## src/rtl/pixel_stream_source.sv

```systemverilog
// pixel_stream_source
// Reads one frame from a 1-cycle-latency memory in raster order and presents
// each pixel on a valid/ready stream with start/end-of-line/frame markers.
// A frame_done pulse follows the last accepted pixel.
//
// Optional build macro: PIXEL_SRC_TEST_PATTERN_EN
//   When defined, the memory is never read. Each pixel is loaded from an
//   eight-bar colour pattern indexed by horizontal position. When undefined,
//   only the memory path exists.

module pixel_stream_source #(
    parameter int IMG_WIDTH  = 320,
    parameter int IMG_HEIGHT = 240,
    parameter int ADDR_W     = 17
) (
    input  logic              clk,
    input  logic              rst,
    input  logic              start,
    input  logic              matrix_valid,
    output logic              mem_rd_en,
    output logic [ADDR_W-1:0] mem_rd_addr,
    input  logic [23:0]       mem_rd_data,
    output logic [23:0]       pix_rgb,
    output logic              pix_valid,
    input  logic              pix_ready,
    output logic              pix_sof,
    output logic              pix_eol,
    output logic              pix_eof,
    output logic              busy,
    output logic              frame_done
);

    localparam int XW = (IMG_WIDTH  > 1) ? $clog2(IMG_WIDTH)  : 1;
    localparam int YW = (IMG_HEIGHT > 1) ? $clog2(IMG_HEIGHT) : 1;
    localparam logic [XW-1:0] X_LAST = XW'(IMG_WIDTH - 1);
    localparam logic [YW-1:0] Y_LAST = YW'(IMG_HEIGHT - 1);

    typedef enum logic [2:0] {
        S_IDLE,
        S_FETCH,
        S_WAIT,
        S_HOLD,
        S_DONE
    } state_t;

    state_t              state_q;
    state_t              state_d;
    logic [XW-1:0]       x_cnt;
    logic [YW-1:0]       y_cnt;
    logic [ADDR_W-1:0]   addr_cnt;
    logic [23:0]         pix_reg;
    logic [23:0]         load_value;
    logic                xfer;
    logic                at_eol;
    logic                at_last_line;
    logic                last_pixel;

    // The downstream processor captures on valid alone, so valid already
    // includes its ready and the matrix qualifier: valid means transfer.
    assign xfer         = (state_q == S_HOLD) && pix_ready && matrix_valid;
    assign at_eol       = (x_cnt == X_LAST);
    assign at_last_line = (y_cnt == Y_LAST);
    assign last_pixel   = at_eol && at_last_line;

`ifdef PIXEL_SRC_TEST_PATTERN_EN
    // Colour bar for a given column: eight equal-width bars across the line.
    function automatic logic [23:0] bar_colour(input logic [XW-1:0] x);
        int bar;
        bar = (int'(x) * 8) / IMG_WIDTH;
        case (bar)
            0:       bar_colour = 24'hFFFFFF;
            1:       bar_colour = 24'hFFFF00;
            2:       bar_colour = 24'h00FFFF;
            3:       bar_colour = 24'h00FF00;
            4:       bar_colour = 24'hFF00FF;
            5:       bar_colour = 24'hFF0000;
            6:       bar_colour = 24'h0000FF;
            default: bar_colour = 24'h000000;
        endcase
    endfunction

    // Memory data is deliberately ignored in pattern mode.
    logic unused_mem_rd_data;
    assign unused_mem_rd_data = ^mem_rd_data;
    assign load_value         = bar_colour(x_cnt);
`else
    assign load_value         = mem_rd_data;
`endif

    // State register.
    // NOTE: sequential state uses non-blocking assignments so every flop
    // samples pre-edge values regardless of block evaluation order.
    always_ff @(posedge clk or posedge rst) begin
        if (rst) begin
            state_q <= S_IDLE;
        end else begin
            state_q <= state_d;
        end
    end

    // Next-state decode and all state-derived outputs.
    // NOTE: every output gets a default before the case so no path leaves a
    // signal unassigned, which would otherwise infer a latch.
    always_comb begin
        state_d     = state_q;
        mem_rd_en   = 1'b0;
        mem_rd_addr = '0;
        pix_valid   = 1'b0;
        pix_sof     = 1'b0;
        pix_eol     = 1'b0;
        pix_eof     = 1'b0;
        busy        = 1'b1;
        frame_done  = 1'b0;

        case (state_q)
            S_IDLE: begin
                busy = 1'b0;
                if (start) begin
                    state_d = S_FETCH;
                end
            end
            S_FETCH: begin
`ifndef PIXEL_SRC_TEST_PATTERN_EN
                mem_rd_en = 1'b1;
`endif
                mem_rd_addr = addr_cnt;
                state_d     = S_WAIT;
            end
            S_WAIT: begin
                state_d = S_HOLD;
            end
            S_HOLD: begin
                pix_valid = xfer;
                pix_sof   = xfer && (x_cnt == '0) && (y_cnt == '0);
                pix_eol   = xfer && at_eol;
                pix_eof   = xfer && last_pixel;
                if (xfer) begin
                    state_d = last_pixel ? S_DONE : S_FETCH;
                end
            end
            S_DONE: begin
                frame_done = 1'b1;
                state_d    = S_IDLE;
            end
            default: begin
                busy    = 1'b0;
                state_d = S_IDLE;
            end
        endcase
    end

    // Raster position and linear address; cleared on start, advanced on
    // each accepted pixel except the last so they never wrap mid-frame.
    always_ff @(posedge clk or posedge rst) begin
        if (rst) begin
            x_cnt    <= '0;
            y_cnt    <= '0;
            addr_cnt <= '0;
        end else begin
            case (state_q)
                S_IDLE: begin
                    if (start) begin
                        x_cnt    <= '0;
                        y_cnt    <= '0;
                        addr_cnt <= '0;
                    end
                end
                S_HOLD: begin
                    if (xfer && !last_pixel) begin
                        addr_cnt <= addr_cnt + 1'b1;
                        if (at_eol) begin
                            x_cnt <= '0;
                            y_cnt <= y_cnt + 1'b1;
                        end else begin
                            x_cnt <= x_cnt + 1'b1;
                        end
                    end
                end
                default: begin
                end
            endcase
        end
    end

    // Pixel holding register: loaded once per pixel in WAIT, then held
    // stable through HOLD for however long the consumer stalls.
    always_ff @(posedge clk or posedge rst) begin
        if (rst) begin
            pix_reg <= '0;
        end else if (state_q == S_WAIT) begin
            pix_reg <= load_value;
        end
    end

    assign pix_rgb = pix_reg;

endmodule

```

## config.mk

```make
export PLATFORM = sky130hd
export DESIGN_NAME = pixel_stream_source
export DESIGN_NICKNAME = d
export VERILOG_FILES = /design/src/rtl/pixel_stream_source.sv
export SDC_FILE = /design/constraint.sdc
export NUM_CORES = 1
export LEC_CHECK = 0
export CAP_MARGIN = 20
export CORE_MARGIN = 3
export CORE_UTILIZATION = 35
export CTS_CLUSTER_SIZE = 24
export DETAILED_ROUTE_END_ITERATION = 16
export GPL_ROUTABILITY_DRIVEN = 0
export GPL_TIMING_DRIVEN = 0
export SLEW_MARGIN = 20
export SYNTH_ARGS = -nofsm -noshare
export SYNTH_HDL_FRONTEND = slang
export SYNTH_SLANG_ARGS = --single-unit
```

## constraint.sdc

```tcl
create_clock -name clk -period 3.25 [get_ports clk]
set_input_delay 0.325 -clock clk [delete_from_list [all_inputs] [get_ports clk]]
set_output_delay 0.325 -clock clk [all_outputs]
set_load 0.01 [all_outputs]
```

### Word-level counts from Yosys, hierarchy flattened

Index checks and enable logic that the tools add are counted.

| word-level totals | value |
|---|---|
| word-level logic and storage cells | 58 |
| bits of input ports | 29 |
| bits in registers | 61 |
| output and inout port bits | 48 |

| operators by class | value |
|---|---|
| eq/ne operators | 10 |
| add/sub/neg operators | 3 |
| reduce and logical (&&, ||, !) cells | 17 |
| mux-type cells | 23 |

Operators by type and width:

| kind | number |
|---|---|
| $mux 17 | 3 |
| $pmux 17 s2 | 1 |
| $mux 9 | 3 |
| $mux 8 | 3 |
| $pmux 9 s2 | 1 |
| $add 17x1->17 const B | 1 |
| $pmux 8 s2 | 1 |
| $pmux 3 s4 | 1 |
| $add 9x1->9 const B | 1 |
| $eq 9x9->1 const B | 1 |
| $logic_not 9->1 | 1 |
| $mux 3 | 3 |
| $add 8x1->8 const B | 1 |
| $eq 8x8->1 const B | 1 |
| $logic_and 1x1->1 | 8 |
| $logic_not 8->1 | 1 |
| $mux 1 | 7 |
| $eq 3x2->1 const B | 2 |
| $ne 2x2->1 const B | 3 |
| $reduce_and 4->1 | 1 |
| $reduce_or 4->1 | 1 |
| $eq 3x1->1 const B | 1 |
| $eq 3x3->1 const B | 1 |
| $logic_not 3->1 | 1 |
| other kinds (5) | 5 |

### Longest topological paths before layout

| depth | value |
|---|---|
| depth after elaboration | 6 |
| depth in mapped cells | 8 |
| mapped depth without buffers | 6 |

### Worst setup path before layout

OpenSTA, ideal clock, no wires.

| timing path | value |
|---|---|
| kind | register to output |
| start point | register state_q[2] |
| end point | output mem_rd_addr[10] |
| data arrival time | 1472 ps |
| data required time | 2925 ps |
| stages on the path, launching flop included | 5 |
| slack | 1453 ps |
| path through | dfrtp_1 -> buf_2 -> nor3b_1 -> clkbuf_1 -> and2_1 |

| between the ends | value |
|---|---|
| word-level cells in the longest chain between the ends | 2 |

Ends and longest elaborated chain:

| what | RTL line | RTL |
|---|---|---|
| start, declared | 46 | `state_t state_q;` |
| start signal, assigned | 97 | `state_q <= state_d;` |
| $eq 3x1->1 | 115 | `case (state_q)` |
| $mux 17 | 115 |  |
| end, declared | 21 | `output logic [ADDR_W-1:0] mem_rd_addr,` |

Every way passes these cells.

### Worst setup path after layout

| timing path | value |
|---|---|
| start point | register state_q[2] |
| end point | output mem_rd_addr[9] |

The elaborated chain is that of the path after synthesis.

==> reports/summary.log <==
[final_layout] fraction of final layout cells sized beyond drive strength 1 17.2%
[clock_network] number of clock sinks seen by CTS 61
[sta] final-report setup violation count 0
[sta] worst clock skew on the final layout 5.64 ps
[die] Chip Height 102 um
[sta] final-report hold violation count 0
[route] Detailed Routing Iterations Pass 1 4
[route] post-DR vias/cell 5.29
[final_layout] final std cells w/o fill 527
[setup_path] critical path capture point type output port
[final_layout] Area growth, synth to finish 35.5%
[route] post-route antenna net violation count 0
[outcome] outcome completed
[clock_network] Root Driver sky130_fd_sc_hd__clkbuf_8
[route] Vias 2788
[sta] RSZ-0062 raised after global routing false
[synth] synthesis warning total 0
[die] Die Area 10500 um2
[placement] HPWL after detailed placement 5.85 mm
[die] row count 34
[pwr] power density over the cells 588 nW/um2
[sta] setup TNS 0 ps
[placement] number of buffers inserted by port buffering 76
[global_route] aggregate global routing overflow 0
[sta] Final Slew Violations 0
[synth] most area-consuming cells after synthesis sky130_fd_sc_hd__dfrtp_1 (47%), sky130_fd_sc_hd__mux2_2 (8.3%), sky130_fd_sc_hd__o21ai_0 (6.3%), sky130_fd_sc_hd__and2_1 (4.0%), sky130_fd_sc_hd__nand2_1 (3.2%)
[sta] fin crit period 2720 ps
[min_path] class of the most critical hold timing path primary input to asynchronous set/reset pin
[sta] worst slew pin tran 798 ps
[setup_path] sum of buffers and inverters on the critical path 3
[setup_path] arrival time at the worst endpoint 2400 ps
[clock_network] TritonCTS clock tree built
[route] final wirelength 8.30 mm
[die] num ports 77
[final_layout] combined area of the multi-input logic cells 1610 um2
[sta] final worst path period share 83.8%
[route] WL met1 4.02 mm
[clock_network] register clock-pin slew on the reported worst setup and hold paths 70 ps
[pwr] leakage power total 1.86 nW
[synth] Post-Syn Instances 326
[sta] FMAX 0.367 GHz
[global_route] first-pass GRT wire length 13.3 mm
[sta] relative max-transition margin 46.7%
[synth] Syn Nets 360
[clock_network] CTS buffer count 9
[route] DRC viols 0
[final_layout] area taken by flip-flops and latches 1530 um2
[global_route] GRT Util Overall 16.3%
[setup_path] Largest delay share family, worst path buffers and inverters
[setup_path] Largest stage delay, worst path 540 ps
[synth] Distinct cells, synth 51
[global_route] via count of the first global-routing pass 2636
[die] core area 8890 um2
[setup_path] Cell Chain, Critical Path buf_2 -> nor3b_2 -> clkbuf_1 -> and2_1 -> clkdlybuf4s50_1
[setup_path] CP max FO 10
[route] met3 routed wirelength 473 um
[setup_path] Worst Path Required 2920 ps
[die] initial core utilization 36.6%
[job] count of max-cap constraint violations 0
[die] Die Span X 102 um
[final_layout] number of antenna repair diodes 0
[route] highest metal used met4
[route] DRC marker count from the first detailed-route iteration 131
[final_layout] FILL cells 866
[setup_path] crit path kind flop to output port
[final_layout] final net count 448
[synth] Syn Std Cell Area 3250 um2
[synth] post-synthesis sequential element count 61
[global_route] number of antenna violations at the first check in global routing 0
[pwr] worst supply voltage drop on vdd 200 uV
[setup_path] slowest CP cell sky130_fd_sc_hd__clkdlybuf4s50_1
[synth] library cell occupying the most area in the post-synthesis netlist sky130_fd_sc_hd__dfrtp_1
[synth] average instance area after synthesis 9.98 um2
[clock_network] number of levels in the clock H-tree 3
[synth] Seq/Total Area, Yosys 46.9%
[route] length of routed met2 wiring 3.73 mm
[sta] final hold slack 257 ps
[clock_network] Clock Tree Buf Depth 2
[clock_network] clock insertion delay at the later pin of the skew report 330 ps
[placement] placed cell count 511
[clock_network] total of hold buffers inserted after clock tree synthesis 0
[setup_path] Critical Path Start Type flop
[global_route] maximum number of pins on one net before global-route repair 49
[route] average routed wire per standard cell 15.7 um
[synth] share of the synthesized area in the top cell type 46.9%
==> path summary, 6_finish.rpt <==
check | startpoint | to | slack (ps) | cells past startpoint
max reg2reg | y_cnt[0] | x_cnt[7] | 1190 | 7
min reg2reg | pix_rgb[16] | pix_rgb[16] | 500 | 1
min | rst | pix_rgb[17] | 260 | 2
max in group asynchronous | rst | x_cnt[8] | 2500 | 3
min in group clk | pix_rgb[16] | pix_rgb[16] | 500 | 1
max | state_q[2] | mem_rd_addr[9] | 530 | 5
==> Yosys cell counts, drive strengths merged <==
library cell  number
o31ai              6
xnor2              1
nand2b             2
o311ai             1
nand2             30
inv                8
o21ai             42
a21oi             18
clkbuf             3
or4                3
nand4b             1
and4b              3
o41ai              1
mux2              24
ha                 5
nor2              17
nor3               5
dfrtp             61
nand3             17
nand4              9
buf               13
o211ai             2
nand3b             3
and4               4
nor3b              3
and2              21
nor4b              1
nor4               3
a31oi              5
and3               7
or3                2
o21bai             3
and3b              1
o21ba              1
==> power by group <==
group	leakage [nW]	internal (mW)	switching, mW
combinational	0.974	0.459	0.332
clock	0.112	0.451	0.304
sequential	0.778	0.933	0.115
total	1.86	1.84	0.751
==> cells in the final DEF (no fill, tap or decap), types with 3 or more instances in the layout <==
cell / instances
sky130_fd_sc_hd__a21oi_1: 17
sky130_fd_sc_hd__nand2_1: 28
sky130_fd_sc_hd__buf_2: 6
sky130_fd_sc_hd__nor2_1: 17
sky130_fd_sc_hd__and2_1: 21
sky130_fd_sc_hd__o21ai_0: 41
sky130_fd_sc_hd__clkdlybuf4s50_1: 76
sky130_fd_sc_hd__o21bai_1: 3
sky130_fd_sc_hd__inv_1: 6
sky130_fd_sc_hd__ha_1: 5
sky130_fd_sc_hd__nor3_1: 4
sky130_fd_sc_hd__and4_1: 3
sky130_fd_sc_hd__mux2_2: 24
sky130_fd_sc_hd__a31oi_1: 5
sky130_fd_sc_hd__o31ai_1: 6
sky130_fd_sc_hd__buf_4: 6
sky130_fd_sc_hd__clkbuf_8: 10
sky130_fd_sc_hd__and3_1: 7
sky130_fd_sc_hd__nand4_1: 8
sky130_fd_sc_hd__dfrtp_1: 61
sky130_fd_sc_hd__nor3b_2: 3
sky130_fd_sc_hd__nand3_1: 16
sky130_fd_sc_hd__or4_1: 3
==> final cells by class <==
| type | instances | area share (%) |
|---|---|---|
| multi-input cells | 241 | 36.5 |
| flip-flops and latches | 61 | 34.6 |
| inverters | 8 | 0.738 |
| clock inverters | 6 | 1.96 |
| repair buffers | 77 | 17.9 |
| well taps | 108 | 3.06 |
| clock buffers | 10 | 3.12 |
| plain buffers | 16 | 2.07 |
==> logic make-up (layout without fill, tap and decap cells) <==
family          after synthesis  count (layout)  share of synthesized area, %
compound gates               79              79                          14.2
xor+xnor                      1               1                         0.269
fa+ha+maj                     5               5                          1.92
buf+inv                      24             117                          3.73
flops                        61              61                          46.9
mux                          24              24                          8.30
simple gates                132             132                          24.6
==> state kept, by name (all words and copies together) (netlist names) <==
name and cells:
y_cnt 8, x_cnt 9, pix_rgb 24, addr_cnt 17, state_q 3
==> through the flow <==
stage	instance area, um2	total power, mW	util (%)	setup WS (ps)
3_5_place_dp	4180	1.86	47.0	501
4_1_cts	4400	2.63	49.5	132
5_1_grt	4410	2.77	49.6	302
2_1_floorplan	3250	1.44	-	1410
6_report	4410	2.59	49.6	526
3_3_place_gp	4150	1.84	46.7	223
==> per-layer routing <==
metal | global-route usage, % | up-vias
met5 | 0 | -
met4 | 5.45 | 0
met3 | 3.34 | 6
met2 | 25.5 | 99
met1 | 22.6 | 1324
li1 | - | 1359
==> timing repair <==
action / in CTS / in global routing
buffers inserted: 0 / 0
endpoints found under the setup margin: 0 / 9
hold endpoints to repair: 0 / 0
resized for setup: 0 / 1
Note: power is estimated with default switching activity, not from simulation.
==> RTL change 1, RTL diff (config.mk and constraints unchanged) <==
One comparison of `x_cnt` changes from == to >=.
--- a/src/rtl/pixel_stream_source.sv
+++ b/src/rtl/pixel_stream_source.sv
@@ -58,7 +58,7 @@
     // The downstream processor captures on valid alone, so valid already
     // includes its ready and the matrix qualifier: valid means transfer.
     assign xfer         = (state_q == S_HOLD) && pix_ready && matrix_valid;
-    assign at_eol       = (x_cnt == X_LAST);
+    assign at_eol       = (x_cnt >= X_LAST);
     assign at_last_line = (y_cnt == Y_LAST);
     assign last_pixel   = at_eol && at_last_line;
 
Formal check against the unedited RTL: same outputs for any inputs over 10 cycles, from zero or initial values and one cycle with rst high; that may be too few to reach the edited logic, so the function may still have changed.
==> RTL change 1 against the original RTL <==
- worst setup slack lost 0.32 ns
- total power up 11%
- clock skew is 0.0022 ns higher
- sequential cell count did not move
- register-to-register slack got worse by 0.10 ns
- wire length up 14%
- design area is 3.0% higher
- via count is 8.6% higher
- synthesized area grew 3.0%
- largest cell class unchanged
- highest routed layer unchanged
==> RTL change 1: results (changes against the original RTL) <==
[setup_path] worst flop-to-flop path endpoint addr_cnt[3]$_DFFE_PP0P_
[logic_synthesis] Post-Synthesis Net Count 372 [+3.3%]
[logic_synthesis] most frequent cells after synthesis dfrtp_1 (61), nand2_1 (32), mux2_2 (25)
[power_and_ir_drop] Logic power comb 948 µW [+20%]
[sta] setup ws final 0.2092 ns [-0.3165 ns]
[place] Port Buf Inserts 76 [unchanged]
[setup_path] Critical Path Max Stage Delay 0.57 ns [+0.03 ns]
[global_routing] pin count of the biggest net entering global routing 45 [-8.2%]
[run_status] status completed
[final_layout] fraction of final layout cells with drive strength greater than 1 14.85% [-2.3 points]
[power_and_ir_drop] power of the clock network 818 µW [+8.3%]
[sta] transition time at the pin with the least slew margin 0.5781 ns [-0.2196 ns]
[logic_synthesis] fraction of the yosys area taken by sequential cells 45.56% [-1.3 points]
[route] detailed-route wire length on metal 1 4490 µm [+12%]
[global_routing] GR Layer Usage met2 28.32% [+2.8 points]
[route] final routed wire length divided by cell count 16.81 µm [+6.8%]
[global_routing] first-pass GRT wire length 15800 µm [+18%]
[power_and_ir_drop] worst vdd ir 0.2933 mV [+47%]
[setup_path] startpoint of the worst setup timing path state_q[2]$_DFFE_PP0P_
[power_and_ir_drop] sw frac 31.36% [+2.4 points]
[route] number of DRC markers after the initial detailed-route iteration 187 [+43%]
[logic_synthesis] ranking of synthesized cells by area dfrtp_1 (46%), mux2_2 (8.4%), nand3_1 (3.6%)
[global_routing] met3 Usage GRT 4.050% [+0.71 points]
[power_and_ir_drop] Lkg Pwr 1.778 nW [-4.6%]
[setup_path] setup slack of the worst register-to-register path 1.09 ns [-0.10 ns]
[global_routing] overall fraction of global-route tracks in use 17.83% [+1.5 points]
[route] Via-to-Cell Ratio 5.407 [+2.2%]
[final_layout] Nets 460 [+2.7%]
[setup_path] CP endpoint pix_sof
[setup_path] arrival time reported for the critical path endpoint 2.72 ns [+0.32 ns]
[final_layout] leading cell type in the layout, fill and taps excluded clkdlybuf4s50_1
[route] met3 WL post-DR 438 µm [-7.4%]
[global_routing] met1 Track Usage GR 24.40% [+1.8 points]
[route] count of TritonRoute iterations in the first routing pass 4 [unchanged]
[clock_tree] Max Buffers Root-to-Sink 2 [unchanged]
[place] setup slack after placement 0.3979 ns [-0.1030 ns]
[sta] worst clock skew on the final layout 0.007886 ns [+0.002248 ns]
[logic_synthesis] number of different library cells in the post-synthesis netlist 56 [+9.8%]
[route] amount of wire on met2 after detailed routing 4409 µm [+18%]
[place] Post-DP HPWL 6729 µm [+15%]
[setup_path] RR Startpoint x_cnt[1]$_DFFE_PP0P_
## RTL change 1: cell count changes after synthesis, sizes merged, moves of 4 or more
cell    change
a211oi      +4
nor3        +7
o21ai      -19
o311ai      +7
nand3       +7
clkbuf      +6
a32oi       +7
and2        -7
inv         +7
nor4        +6
a21oi      -11
buf         -4
## RTL change 1: worst min path at each step
stage	startpoint	endpoint	depth (start not counted)
global placement	pix_rgb[8]$_DFFE_PP0P_	pix_rgb[8]$_DFFE_PP0P_	1
CTS	rst	pix_rgb[2]$_DFFE_PP0P_	2
global route	rst	pix_rgb[18]$_DFFE_PP0P_	2
floorplan	y_cnt[7]$_DFFE_PP0P_	y_cnt[7]$_DFFE_PP0P_	1
detailed placement	pix_rgb[19]$_DFFE_PP0P_	pix_rgb[19]$_DFFE_PP0P_	1
finish	rst	pix_rgb[18]$_DFFE_PP0P_	2
## RTL change 1: per-stage QoR
step,instance area (µm²),power [mW],std cells
final,4542,2.873,560
after global routing,4542,3.050,560
after CTS,4542,2.906,560
after detailed placement,4303,2.073,544
after global placement,4273,2.042,543
after floorplan,3351,1.590,338
## RTL change 1: layout make-up
cell class | instances | area [µm²]
multi-input combinational | 244 | 1662
clock inverter | 6 | 111.4
tap | 129 | 161.4
timing repair buffer | 77 | 788.3
fill | 903 | 4742
buffer | 18 | 106.4
inverter | 15 | 58.81
clock buffer | 10 | 127.6
sequential | 61 | 1526
## RTL change 1: cell families after synthesis
kind of cell / Yosys count / share of synthesized area (%)
DFF: 61 / 45.56
buffers and inverters: 33 / 4.854
AOI/OAI and AO/OA: 75 / 16.36
xor gates and xnor gates: 1 / 0.2614
muxes: 26 / 8.701
and+or+nand+nor: 137 / 22.41
adders and majority gates: 5 / 1.867
==> RTL change 2, RTL diff (config.mk and constraints unchanged) <==
Made on the original files. Change the parameter `IMG_WIDTH` from 320 to 160.
--- a/src/rtl/pixel_stream_source.sv
+++ b/src/rtl/pixel_stream_source.sv
@@ -9,7 +9,7 @@
 //   only the memory path exists.
 
 module pixel_stream_source #(
-    parameter int IMG_WIDTH  = 320,
+    parameter int IMG_WIDTH  = 160,
     parameter int IMG_HEIGHT = 240,
     parameter int ADDR_W     = 17
 ) (
Formal check against the unedited RTL: no difference found for any inputs over 10 cycles, from zero or initial values and one cycle with rst high; that may be too few to reach the edited logic, so the function may still have changed.
==> RTL change 2 against the original RTL <==
- design area down 1.8%
- die area is 1.6% lower
- critical path type unchanged
- wire length increased by 3.9%
- synthesized area decreased by 1.7%
- sequential cell count is 1 lower
- highest routed layer unchanged
- worst setup slack got worse by 0.30 ns
- total power is 1.1% higher
- critical endpoint is now pix_eof
- synthesized cell count fell by 3.7%
==> RTL change 2: results (changes against the original RTL) <==
[run_status] status completed
[logic_synthesis] Avg Synthesized Cell Area 10.18 µm² [+2.0%]
[global_routing] GR Layer Usage met2 24.65% [-0.82 points]
[place] placed cell area 4124 µm² [-1.3%]
[power_and_ir_drop] share of power burned in combinational logic 33.4% [+2.9 points]
[power_and_ir_drop] Lkg Pwr 1.795 nW [-3.7%]
[global_routing] via count of the first global-routing pass 2696 [+2.3%]
[logic_synthesis] most frequent cells after synthesis dfrtp_1 (60), a31oi_1 (30), mux2_2 (25)
[final_layout] fraction of final layout cells with drive strength greater than 1 15.52% [-1.7 points]
[place] Post-DP HPWL 6099 µm [+4.2%]
[setup_path] Critical Path Max Stage Delay 0.58 ns [+0.04 ns]
[setup_path] CP endpoint pix_eof
[sta] transition time at the pin with the least slew margin 0.5846 ns [-0.2131 ns]
[global_routing] met1 Track Usage GR 25.27% [+2.7 points]
[power_and_ir_drop] sw frac 31.74% [+2.8 points]
[power_and_ir_drop] worst vdd ir 0.2293 mV [+15%]
[sta] hold slack 0.2511 ns [-0.006248 ns]
[global_routing] overall fraction of global-route tracks in use 17.09% [+0.76 points]
[setup_path] worst reg-to-reg path cell count 6 [-1]
[route] number of DRC markers after the initial detailed-route iteration 168 [+28%]
[logic_synthesis] Post-Synthesis Net Count 348 [-3.3%]
[logic_synthesis] number of different library cells in the post-synthesis netlist 48 [-5.9%]
[setup_path] startpoint of the worst setup timing path x_cnt[0]$_DFFE_PP0P_
[logic_synthesis] mux contribution to synthesized area 8.803% [+0.50 points]
[sta] worst clock skew on the final layout 0.008072 ns [+0.002433 ns]
[route] final routed wire length divided by cell count 16.77 µm [+6.5%]
[setup_path] RR Startpoint state_q[0]$_DFFE_PP0P_
[setup_path] arrival time reported for the critical path endpoint 2.70 ns [+0.30 ns]
[logic_synthesis] ranking of synthesized cells by area dfrtp_1 (47%), mux2_2 (8.8%), a31oi_1 (5.9%)
[final_layout] Nets 435 [-2.9%]
[power_and_ir_drop] Clock Power Share 25.2% [-3.9 points]
[global_routing] first-pass GRT wire length 13880 µm [+4.0%]
[place] setup slack after placement 0.3226 ns [-0.1783 ns]
[setup_path] setup slack of the worst register-to-register path 1.06 ns [-0.13 ns]
[global_routing] met3 Usage GRT 3.788% [+0.44 points]
[clock_tree] # resized after CTS 2 [+2]
-- RTL change 2: changes by cell type in the layout (fill, tap and decap cells not counted), sizes merged, moves of 7 or more --
cell,unedited run,this run
o21ai,42,15
a31oi,5,30
nand2,30,14
a21o,0,7
clkbuf,13,20
nand3,17,10
-- RTL change 2: cell type report --
class / count / area, µm²
clock inverter: 6 / 65.06
buffer: 19 / 92.59
clock buffer: 10 / 127.6
tap: 108 / 135.1
inverter: 10 / 40.04
timing repair buffer: 77 / 788.3
fill: 837 / 4476
multi-input combinational: 224 / 1580
sequential: 60 / 1501
-- RTL change 2: worst max-delay path, delay by kind of cell, from the launching register on --
kind / cells / cell delay, ns
flops: 1 / 0.40
simple gates: 3 / 0.63
buf+inv: 3 / 1.09
fa+ha+maj: 1 / 0.25
-- RTL change 2: layer usage --
metal | vias up | wire, µm | part of all wire [%]
met5 | - | 0 | 0
met3 | 11 | 516 | 6.0
li1 | 1364 | - | -
met2 | 97 | 3561 | 41
met4 | 0 | 126 | 1.5
met1 | 1371 | 4415 | 51
